[src/rtl/alu_issue_pkg.sv]
// Shared types and constants for the alu_issue operand-supply / writeback stage.
// Optional feature macro: ALU_ISSUE_RETIRE_CNT_EN (retired-instruction counter).
package alu_issue_pkg;

    localparam int unsigned XLEN   = 64;
    localparam int unsigned NREGS  = 32;
    localparam int unsigned REG_AW = $clog2(NREGS);
    localparam int unsigned IW     = 32;

    localparam logic [6:0] OP_REG  = 7'b0110011;
    localparam logic [6:0] OP_IMM  = 7'b0010011;
    localparam logic [2:0] F3_SLL  = 3'b001;
    localparam logic [2:0] F3_SR   = 3'b101;
    localparam logic [6:0] F7_ZERO = 7'b0000000;
    localparam logic [6:0] F7_ALT  = 7'b0100000;

    typedef enum logic [1:0] {IDLE, READ, EXEC, WB} state_e;

    // RV base instruction layout (R-type field names; I-type imm = {funct7, rs2})
    typedef struct packed {
        logic [6:0] funct7;
        logic [4:0] rs2;
        logic [4:0] rs1;
        logic [2:0] funct3;
        logic [4:0] rd;
        logic [6:0] opcode;
    } rv_instr_t;

    // I-type words get a clean funct7 so the ALU never sees ADDI as SUB; SRAI keeps its alt bit
    function automatic rv_instr_t sanitise(input rv_instr_t ins);
        rv_instr_t s;
        s = ins;
        if (ins.opcode == OP_IMM) begin
            s.funct7 = (ins.funct3 == F3_SR && ins.funct7[5]) ? F7_ALT : F7_ZERO;
        end
        return s;
    endfunction

endpackage

[src/rtl/alu_issue_reg_file.sv]
// 32x64 architectural register file: 2 read ports, 1 write port, 1 debug read port.
// Synchronous write and synchronous clear; x0 always reads zero.
module reg_file
    import alu_issue_pkg::*;
(
    input  logic              clk,
    input  logic              reset,
    input  logic [REG_AW-1:0] rs1_addr,
    output logic [XLEN-1:0]   rs1_data,
    input  logic [REG_AW-1:0] rs2_addr,
    output logic [XLEN-1:0]   rs2_data,
    input  logic              we,
    input  logic [REG_AW-1:0] wa,
    input  logic [XLEN-1:0]   wd,
    input  logic [REG_AW-1:0] dbg_addr,
    output logic [XLEN-1:0]   dbg_data
);

    logic [XLEN-1:0] regs [NREGS];

    // Write port; writes to x0 are dropped
    always_ff @(posedge clk) begin
        if (reset) begin
            for (int i = 0; i < int'(NREGS); i++) begin
                regs[i] <= '0;
            end
        end else if (we && wa != '0) begin
            regs[wa] <= wd;
        end
    end

    assign rs1_data = (rs1_addr == '0) ? '0 : regs[rs1_addr];
    assign rs2_data = (rs2_addr == '0) ? '0 : regs[rs2_addr];
    assign dbg_data = (dbg_addr == '0) ? '0 : regs[dbg_addr];

endmodule

[src/rtl/alu_issue.sv]
// Operand-supply and writeback stage wrapped around an external combinational RV64 ALU.
// IDLE -> READ -> EXEC -> WB, one instruction per 4 cycles, done fixed at accept+3.
// Optional feature macro: ALU_ISSUE_RETIRE_CNT_EN enables the retire_count register.
module alu_issue
    import alu_issue_pkg::*;
(
    input  logic              clk,
    input  logic              reset,
    input  logic              instr_valid,
    output logic              instr_ready,
    input  logic [IW-1:0]     instruction,
    output logic [IW-1:0]     alu_instruction,
    output logic [XLEN-1:0]   alu_in1,
    output logic [XLEN-1:0]   alu_in2,
    input  logic [XLEN-1:0]   alu_out,
    output logic              wb_en,
    output logic [REG_AW-1:0] wb_addr,
    output logic [XLEN-1:0]   wb_data,
    output logic              done,
    output logic              illegal,
    input  logic [REG_AW-1:0] dbg_addr,
    output logic [XLEN-1:0]   dbg_data,
    output logic [31:0]       retire_count
);

    state_e          state;
    rv_instr_t       ins_q;
    logic            illegal_q;
    logic [XLEN-1:0] rs1_data;
    logic [XLEN-1:0] rs2_data;
    logic            is_reg;
    logic            is_legal;
    logic            is_shift;
    logic [XLEN-1:0] imm_sext;
    logic [XLEN-1:0] shamt_zext;

    // Decode of the latched instruction
    assign is_reg     = (ins_q.opcode == OP_REG);
    assign is_legal   = is_reg || (ins_q.opcode == OP_IMM);
    assign is_shift   = (ins_q.funct3 == F3_SLL) || (ins_q.funct3 == F3_SR);
    assign imm_sext   = {{(XLEN-12){ins_q.funct7[6]}}, ins_q.funct7, ins_q.rs2};
    assign shamt_zext = {{(XLEN-6){1'b0}}, ins_q.funct7[0], ins_q.rs2};

    reg_file u_reg_file (
        .clk      (clk),
        .reset    (reset),
        .rs1_addr (ins_q.rs1),
        .rs1_data (rs1_data),
        .rs2_addr (ins_q.rs2),
        .rs2_data (rs2_data),
        .we       (wb_en),
        .wa       (wb_addr),
        .wd       (wb_data),
        .dbg_addr (dbg_addr),
        .dbg_data (dbg_data)
    );

    // Sequencer with registered handshake, operand and writeback outputs
    always_ff @(posedge clk) begin
        if (reset) begin
            state           <= IDLE;
            ins_q           <= '0;
            illegal_q       <= 1'b0;
            instr_ready     <= 1'b1;
            alu_instruction <= '0;
            alu_in1         <= '0;
            alu_in2         <= '0;
            wb_en           <= 1'b0;
            wb_addr         <= '0;
            wb_data         <= '0;
            done            <= 1'b0;
            illegal         <= 1'b0;
`ifdef ALU_ISSUE_RETIRE_CNT_EN
            retire_count    <= '0;
`endif
        end else begin
            done    <= 1'b0;
            illegal <= 1'b0;
            wb_en   <= 1'b0;
            wb_addr <= '0;
            wb_data <= '0;
            case (state)
                IDLE: begin
                    if (instr_valid && instr_ready) begin
                        ins_q       <= instruction;
                        instr_ready <= 1'b0;
                        state       <= READ;
                    end
                end
                READ: begin
                    // Illegal words keep the previous operands and still take the EXEC slot
                    illegal_q <= !is_legal;
                    if (is_legal) begin
                        alu_in1         <= rs1_data;
                        alu_instruction <= sanitise(ins_q);
                        if (is_reg) begin
                            alu_in2 <= rs2_data;
                        end else if (is_shift) begin
                            alu_in2 <= shamt_zext;
                        end else begin
                            alu_in2 <= imm_sext;
                        end
                    end
                    state <= EXEC;
                end
                EXEC: begin
                    done    <= 1'b1;
                    illegal <= illegal_q;
                    if (!illegal_q && ins_q.rd != '0) begin
                        wb_en   <= 1'b1;
                        wb_addr <= ins_q.rd;
                        wb_data <= alu_out;
                    end
                    state <= WB;
                end
                WB: begin
`ifdef ALU_ISSUE_RETIRE_CNT_EN
                    retire_count <= retire_count + 32'd1;
`endif
                    instr_ready <= 1'b1;
                    state       <= IDLE;
                end
                default: begin
                    instr_ready <= 1'b1;
                    state       <= IDLE;
                end
            endcase
        end
    end

`ifndef ALU_ISSUE_RETIRE_CNT_EN
    assign retire_count = '0;
`endif

endmodule
[config.mk]
export PLATFORM = sky130hd
export DESIGN_NAME = alu_issue
export DESIGN_NICKNAME = d
export VERILOG_FILES = /design/src/rtl/alu_issue_pkg.sv /design/src/rtl/alu_issue_reg_file.sv /design/src/rtl/alu_issue.sv
export SDC_FILE = /design/constraint.sdc
export NUM_CORES = 2
export LEC_CHECK = 0
export CAP_MARGIN = 40
export CELL_PAD_IN_SITES_DETAIL_PLACEMENT = 1
export CELL_PAD_IN_SITES_GLOBAL_PLACEMENT = 2
export CORE_MARGIN = 3
export CORE_UTILIZATION = 40
export DETAILED_ROUTE_END_ITERATION = 10
export PLACE_DENSITY_LB_ADDON = 0.1
export SLEW_MARGIN = 10
export SYNTH_ARGS = -nofsm -noshare
export SYNTH_HDL_FRONTEND = slang
export SYNTH_SLANG_ARGS = --single-unit
[constraint.sdc]
create_clock -name clk -period 9.6 [get_ports clk]
set_input_delay 2.88 -clock clk [delete_from_list [all_inputs] [get_ports clk]]
set_output_delay 2.88 -clock clk [all_outputs]
set_load 0.1 [all_outputs]
==> out/metrics.csv <==
metric,value,unit
run status,"complete, no violations",
setup_tns,0,ps
Yosys reg bits,2326,
share of cells above drive strength 1,31.24,%
most used flip-flop cell after synthesis,edfxtp_1,
Final min period,8694,ps
CTS Buf Count,285,
hold-fix buffers at CTS,0,
Longest Clk Path Bufs,4,
Worst-Margin Slew,1108,ps
synthesized area,132600,sq um
"Clk pin slew, worst setup/hold paths",60,ps
routed vias/inst,6.842,
CTS tree,yes,
row count,210,
vias in the first global route,95186,
Post-route DRC,0,
RSZ-0062 raised after global routing,no,
ANT nets after route,0,
Worst Path Required,6720,ps
Pleak,54.52,nW
root buffer cell,clkbuf_16,
worst skew pair latency,930,ps
largest net degree at the start of global routing,129,
Syn. warnings,0,
Starting Density,40.34,%
Pwr per Cell Area,185.8,nW/um^2
DRT iter0 DRCs,15356,
worst vdd ir,0.1839,mV
type of the worst setup path,input port to output port,
Area Growth Syn to Fin,20.16,%
die area,338500,sq um
Syn Area/Cell,15.00,sq um
startpoint types,input port,
max cap viols,0,
CTS sink cnt,2326,
drt pass-1 iters,5,
DIE WIDTH,581.8,um
Fill cells,31034,
Setup Buffers After CTS,0,
Worst Skew,36.74,ps
Setup WS pre-CTS,944.9,ps
Setup-failing EPs final,0,
gr ovfl total,0,
routed length per instance,43.79,um
Core ar.,328700,sq um
f_max,0.1150,GHz
H-tree level count,5,
max-slew violation count,0,
met2 wire length,284.9,mm
worst min-delay path class,register to register,
Netlist cell types,59,
I/O Buffers,400,
global placement routability congestion,0.8501,
relative slew slack,26.14,%
top sig layer,met5,
initial antenna violation count,83,
Critical Path AT,5810,ps
Final Cycle Share,90.57,%
wl on met1,224.3,mm
worst-path fanout max,28,
Critical Path Sink Type,output port,
number of synthesized flops with an enable pin,2048,
first-pass GRT wire length,828.4,mm
WHS,451.8,ps
Die Y,581.8,um
Overall Global Routing Usage,35.57,%
worst setup margin,905.6,ps
Total Wirelength,611.3,mm
Final nets,9400,
number of I/O pins,433,
Post-Syn Instances,8843,
Detailed Place HPWL,356.7,mm
post-CTS resize count,0,
post-synthesis async set-or-reset flop share,0,%
"Seq/Total Area, Yosys",50.57,%
Hold Fails Final Rpt,0,
via count,95506,
met3 wire length,68.87,mm
-- flip-flops by register name, indices dropped and copies added, names as in the netlist, 2 cells and up, named ones only --
signal and cells:
u_reg_file.regs 2048, alu_in1 64, alu_in2 64, wb_data 64, alu_instruction 32, ins_q 20
imm_sext 12, wb_addr 5, state 2
-- cell usage after synthesis, types with 48 or more instances --
library cell | instances | area [sq um]
a21oi_1 | 135 | 675.7
a22o_1 | 60 | 525.5
and2_1 | 2062 | 12900
buf_1 | 67 | 251.5
buf_2 | 233 | 1166
buf_4 | 63 | 473.0
clkbuf_1 | 654 | 2455
dfxtp_1 | 278 | 5565
edfxtp_1 | 2048 | 61500
mux2_2 | 48 | 540.5
mux2i_1 | 329 | 3293
mux4_2 | 1627 | 36640
nand2_1 | 247 | 927.1
nor2_1 | 205 | 769.5
nor3_1 | 95 | 475.5
o21ai_0 | 104 | 520.5
o22ai_1 | 158 | 988.5
-- cells in the final DEF (no fill, tap or decap), types with 158 or more instances in the layout --
cell             Yosys  layout
buf_8                0     210
clkdlybuf4s50_1      0     328
nand2_1            247     245
o22ai_1            158     158
dfxtp_1            278     268
and2_1            2062    2060
buf_4               63     239
nor2_1             205     171
mux2i_1            329     329
buf_12               0     160
edfxtp_1          2048    2048
clkbuf_16            0     299
mux4_2            1627    1627
-- cells by family (layout without fill, tap and decap cells) --
group / Yosys count / count (layout) / share of synthesized area [%]
simple gates: 2797 / 2797 / 12.25
flops: 2326 / 2326 / 50.57
mux: 2004 / 2004 / 30.52
buf+inv: 1064 / 1651 / 3.438
compound gates: 647 / 647 / 3.174
fa+ha+maj: 4 / 4 / 0.03774
other cells: 1 / 184 / 0.002828
-- final timing paths --
check	from	endpoint	slack (ps)	cells after the start
worst max-delay path	dbg_addr[0]	dbg_data[5]	910	10
worst min-delay path	alu_in1[16]	alu_in1[16]	450	1
worst min register to register	alu_in1[16]	alu_in1[16]	450	1
worst max register to register	state[1]	alu_in1[32]	5100	9
-- layout make-up --
cell class | instances | area [sq um] | share of cell area [%]
Sequential cell | 2326 | 67090 | 42.11
Multi-Input combinational cell | 5548 | 61850 | 38.82
Timing Repair Buffer | 1089 | 15170 | 9.522
Clock buffer | 386 | 8139 | 5.108
Tap cell | 4346 | 5438 | 3.413
Clock inverter | 134 | 1265 | 0.7939
Antenna cell | 88 | 220.2 | 0.1382
Inverter | 42 | 158.9 | 0.09972
-- stage by stage --
stage | instance area (sq um) | instances | utilization, % | power [mW]
floorplan | 133000 | 8938 | - | 16.05
global placement | 142300 | 12960 | 43.29 | 18.28
detailed placement | 149600 | 13343 | 45.51 | 18.57
CTS | 159000 | 13863 | 48.37 | 29.61
global route | 159100 | 13874 | 48.41 | 30.31
finish | 159300 | 13959 | 48.48 | 29.61
-- layer usage --
metal,GRT usage [%],vias to the layer above
li1,-,35493
met5,0,-
met3,7.567,1506
met4,18.45,14
met1,46.60,51093
met2,55.81,7400
-- critical path, stage by stage --
cell and delay, ps:
buf_8 370, buf_4 440, buf_4 270, mux4_2 520
mux4_2 470, nand2_1 70, o21ai_0 120, buf_2 210
buf_4 150, buf_12 150
-- where the power goes --
group / internal, mW / switching (mW)
Sequential: 11.4 / 0.433
Clock: 6.48 / 4.65
Combinational: 2.82 / 3.87
Note: power is estimated with default switching activity, not from simulation.
